`config.mk`:
```
export PLATFORM = sky130hd
export DESIGN_NAME = wb_regfile_port
export DESIGN_NICKNAME = d
export VERILOG_FILES = /design/src/rtl/mips16_pkg.sv /design/src/rtl/wb_scoreboard.sv /design/src/rtl/wb_regfile_port.sv
export SDC_FILE = /design/constraint.sdc
export NUM_CORES = 1
export LEC_CHECK = 0
export ABC_AREA = 0
export CAP_MARGIN = 30
export CORE_UTILIZATION = 65
export CTS_CLUSTER_DIAMETER = 60
export DETAILED_ROUTE_END_ITERATION = 10
export PLACE_DENSITY = 0.85
export SETUP_SLACK_MARGIN = 0.02
export SKIP_CTS_REPAIR_TIMING = 1
export SKIP_LAST_GASP = 1
export SYNTH_ARGS = -nofsm -noshare
export SYNTH_HDL_FRONTEND = slang
export SYNTH_SLANG_ARGS = --single-unit
```
`constraint.sdc`:
```
create_clock -name clk -period 7.6 [get_ports clk]
set_input_delay 1.52 -clock clk [delete_from_list [all_inputs] [get_ports clk]]
set_output_delay 1.52 -clock clk [all_outputs]
set_load 0.005 [all_outputs]
```
`src/rtl/mips16_pkg.sv`:
```
// mips16_pkg: shared MIPS-16 register file widths, register-zero constant and types
package mips16_pkg;
  localparam int DW = 16;
  localparam int NREG = 16;
  localparam int AW = $clog2(NREG);
  typedef logic [AW-1:0] reg_addr_t;
  typedef logic [DW-1:0] word_t;
  localparam reg_addr_t REG_ZERO = '0;
endpackage

```
`src/rtl/wb_scoreboard.sv`:
```
// wb_scoreboard: per-register pending bits, RAW stall and pending count; WB_BYPASS_EN lets a landing writeback release stall
module wb_scoreboard import mips16_pkg::*; (
  input  logic          clk,
  input  logic          reset,
  input  logic          wb_we,
  input  logic [AW-1:0] wb_rd,
  input  logic          iss_we,
  input  logic [AW-1:0] iss_rd,
  input  logic [AW-1:0] rs_addr,
  input  logic [AW-1:0] rt_addr,
  output logic          stall,
  output logic [AW:0]   pend_cnt
);
  logic [NREG-1:0] pending, eff, set_mask, clr_mask;
  logic set_v, clr_v;
  assign clr_mask = (wb_we && wb_rd != REG_ZERO) ? NREG'(1) << wb_rd : '0;
`ifdef WB_BYPASS_EN
  assign eff = pending & ~clr_mask;
`else
  assign eff = pending;
`endif
  assign stall = eff[rs_addr] | eff[rt_addr] | (iss_we & eff[iss_rd]);
  assign set_v = iss_we && iss_rd != REG_ZERO && !stall;
  assign set_mask = set_v ? NREG'(1) << iss_rd : '0;
  assign clr_v = |(pending & clr_mask);
  always_ff @(posedge clk or negedge reset)
    if (!reset) begin
      pending <= '0;
      pend_cnt <= '0;
    end else begin
      pending <= (pending & ~clr_mask) | set_mask;
      pend_cnt <= pend_cnt + (AW+1)'(set_v) - (AW+1)'(clr_v);
    end
  a_no_double_set: assert property (@(posedge clk) disable iff (!reset)
    !(set_v && pending[iss_rd] && !clr_mask[iss_rd]));
endmodule

```
`src/rtl/wb_regfile_port.sv`:
```
// wb_regfile_port: MIPS-16 register file taking ans_wb writebacks with RAW scoreboard; WB_BYPASS_EN adds write-through read bypass
module wb_regfile_port import mips16_pkg::*; (
  input  logic          clk,
  input  logic          reset,
  input  logic [DW-1:0] ans_wb,
  input  logic          wb_we,
  input  logic [AW-1:0] wb_rd,
  input  logic          iss_we,
  input  logic [AW-1:0] iss_rd,
  input  logic [AW-1:0] rs_addr,
  input  logic [AW-1:0] rt_addr,
  output logic [DW-1:0] rs_data,
  output logic [DW-1:0] rt_data,
  output logic          stall,
  output logic [AW:0]   pend_cnt
);
  logic [DW-1:0] rf [NREG];
  always_ff @(posedge clk or negedge reset)
    if (!reset) for (int i = 0; i < NREG; i++) rf[i] <= '0;
    else if (wb_we && wb_rd != REG_ZERO) rf[wb_rd] <= ans_wb;
`ifdef WB_BYPASS_EN
  logic byp;
  assign byp = wb_we && wb_rd != REG_ZERO;
  assign rs_data = (byp && wb_rd == rs_addr) ? ans_wb : rf[rs_addr];
  assign rt_data = (byp && wb_rd == rt_addr) ? ans_wb : rf[rt_addr];
`else
  assign rs_data = rf[rs_addr];
  assign rt_data = rf[rt_addr];
`endif
  wb_scoreboard u_sb (
    .clk(clk), .reset(reset), .wb_we(wb_we), .wb_rd(wb_rd),
    .iss_we(iss_we), .iss_rd(iss_rd), .rs_addr(rs_addr), .rt_addr(rt_addr),
    .stall(stall), .pend_cnt(pend_cnt)
  );
endmodule
```
==> impl_results.md <==
- Outcome: finished, violations left
- Failing checks: DRC
- Gpl congestion: 0.963
- Top FF cell, synth: dfrtp_1
- CTS Buf Count: 30
- Post-layout minimum cycle time: 5.75 ns
- Post-synthesis sequential area ratio: 47.0%
- Core Box Area: 22000 um^2
- Vias: 9301
- Largest net degree at the start of global routing: 187
- R2R Setup Slk: 4.68 ns
- Leak: 6.88 nW
- I/O Buffers: 73
- RSZ-0062 raised after global routing: false
- Setup TNS: 0 ns
- Site Rows: 54
- Initial core utilization: 67.0%
- # fillers: 1248
- I/O pins: 74
- Hold Vio Cnt, Final: 0
- Die height: 153 um
- Startpoint types: input pin
- Syn Area/Cell: 15.6 um^2
- DP HPWL: 21200 um
- Yosys cell types: 42
- Clock Skews: 0.0158 ns
- Peak Freq: 0.174 GHz
- DRC errors left: 2
- Total grt overflow: 0
- Area growth syn-to-layout: 13.3%
- Worst slew margin: 25.6%
- Final Cell Area: 16700 um^2
- Via density: 7.28
- Peak VDD IR: 0.203 mV
- Violation count after the first detailed-route iteration: 869
- Multi-input gate area: 7380 um^2
- Reg2reg path depth: 12
- Drt first pass iters: 10
- CP required: 6.08 ns
- Syn. warnings: 0
- Worst-margin pin slew: 1.12 ns
- Crit end category: primary output
- First-pass GRT wire length: 59300 um
- Synthesized netlist cell count: 946
- TritonCTS clock tree: done
- Layout Nets: 1017
- Share of synthesized registers carrying an async set or reset: 100%
- CTS sink count: 277
- Crit path DAT: 4.23 ns
- Final Core Density: 75.9%
- Post-route ant nets: 0
- Final setup fails: 0
- Hold Path Sink: rf[251]$_DFFE_PN0P_
- Min-delay src: rf[251]$_DFFE_PN0P_
- Max-Cap Viols: 0
- Crit-path max FO: 17
- Post-route setup slack: 1.85 ns
- Hold depth: 0
- GRT Util Overall: 33.8%
- Sequential cell area: 6930 um^2
- CTS Root Cell: clkbuf_16
- Non-Filler Instances: 1278
- Die width: 153 um
- Synth top area cells: dfrtp_1 47%, mux4_2 26%, mux2_2 17%
- Die footprint: 23300 um^2
- Synth Cell Area: 14700 um^2
- Top cell type's share of synthesized area: 47.0%
- H-tree depth: 1
- Drt total wl: 37100 um
- Area leader, netlist: dfrtp_1
- Reg2Reg Capture Point: u_sb.pend_cnt[4]$_DFF_PN0_
- Final hold slack: 0.399 ns
- R2R Path Start: u_sb.eff[15]$_DFF_PN0_
- Initial antenna violation count: 0
- Dpl cells: 1222
- Crit Path Category: input pin to primary output
- Power per cell area: 293 nW/um^2
- Vias in the first global route: 10000
- Buffer depth of the longest clock path: 3
- Place WS: 1.82 ns
- Final Slew Violations: 0
- Share of layout cells above drive strength 1: 49.4%
- Mapped Nets: 988
- Post-route clock period utilization: 75.6%
- Worst-path clk slew: 0.06 ns
- Worst Hold Class: flop to flop
- WL/cell: 29.1 um
- Number of register bits inferred by synthesis: 277
- EDFF count, synth: 0
- Placed Area: 15600 um^2
- Worst-skew pair later-pin latency: 0.56 ns
- Diode count: 0
- Tot Pwr: 4.89 mW
-- how the worst max path moves through the flow --
| stage | slack (ns) | start | to |
|---|---|---|---|
| final | 1.85 | rt_addr[3] | stall |
| after global routing | 1.83 | rt_addr[3] | stall |
| after CTS | 1.82 | rs_addr[0] | rs_data[3] |
| after detailed placement | 1.82 | rs_addr[0] | rs_data[3] |
| after global placement | 1.84 | rs_addr[0] | rs_data[3] |
| after floorplan | 2.95 | rt_addr[0] | rt_data[0] |
-- where the power goes --
| group | switching, mW | internal (mW) |
|---|---|---|
| Clock | 0.613 | 0.932 |
| Sequential | 0.294 | 1.82 |
| Combinational | 0.441 | 0.792 |
-- area by class of cell --
| type | count | area share, % |
|---|---|---|
| clock buffer | 39 | 5.12 |
| clock inverter | 16 | 1.21 |
| inverter | 10 | 0.225 |
| multi-input combinational | 561 | 44.1 |
| sequential | 277 | 41.5 |
| tap | 280 | 2.10 |
| timing repair buffer | 95 | 5.72 |
-- critical path: stages --
cell and delay (ns):
clkdlybuf4s50_1 1.00, buf_4 0.38, mux2i_1 0.11, mux2_2 0.28, o21ai_2 0.26, a21o_1 0.15
clkdlybuf4s50_1 0.50
-- registers in the layout, indices dropped and copies added, names as in the netlist --
name,cells
rf,256
u_sb.pend_cnt,5
u_sb.eff,16
-- layer usage --
metal  wire [um]  global-route usage (%)  part of all wire (%)
met1       14900                    48.6                    40
met2       17700                    52.1                    48
met3        3030                    6.03                   8.2
met4        1460                    13.9                   3.9
met5           0                       0                     0
-- layout by cell type, fill, tap and decap left out, drive strengths merged, types with 2 or more instances in the layout --
| cell type | count |
|---|---|
| mux2i | 3 |
| bufinv | 4 |
| a211oi | 2 |
| o21ai | 20 |
| nand3 | 8 |
| nand2 | 62 |
| buf | 29 |
| mux4 | 172 |
| nor2 | 14 |
| or3 | 3 |
| clkbuf | 39 |
| nor2b | 4 |
| mux2 | 226 |
| inv | 11 |
| a21o | 3 |
| nand3b | 2 |
| nand2b | 3 |
| nand4 | 9 |
| a221oi | 3 |
| clkdlybuf4s50 | 66 |
| clkinv | 9 |
| xnor2 | 3 |
| ha | 5 |
| and2 | 2 |
| clkinvlp | 2 |
| o41ai | 7 |
| dfrtp | 277 |
| a21oi | 2 |
-- Yosys cell counts, types with 4 or more instances --
library cell / n
nand3_1: 8
nand4_1: 8
mux4_2: 172
o21ai_0: 18
clkbuf_1: 56
ha_1: 5
dfrtp_1: 277
nor2b_1: 4
nor2_1: 13
inv_1: 9
buf_2: 27
o41ai_1: 7
nand2_1: 62
buf_1: 6
mux2_2: 226
buf_4: 6
-- cell families after synthesis --
group / Yosys count / share of synthesized area, %
multiplexers: 401 / 43.7
flip-flops: 277 / 47.0
AND/OR/NAND/NOR: 111 / 3.47
buffers and inverters: 108 / 3.24
AO/OA/AOI/OAI: 39 / 1.76
adder cells (fa/ha/maj): 6 / 0.560
XOR/XNOR: 4 / 0.238
(Power assumes the default switching activity.)
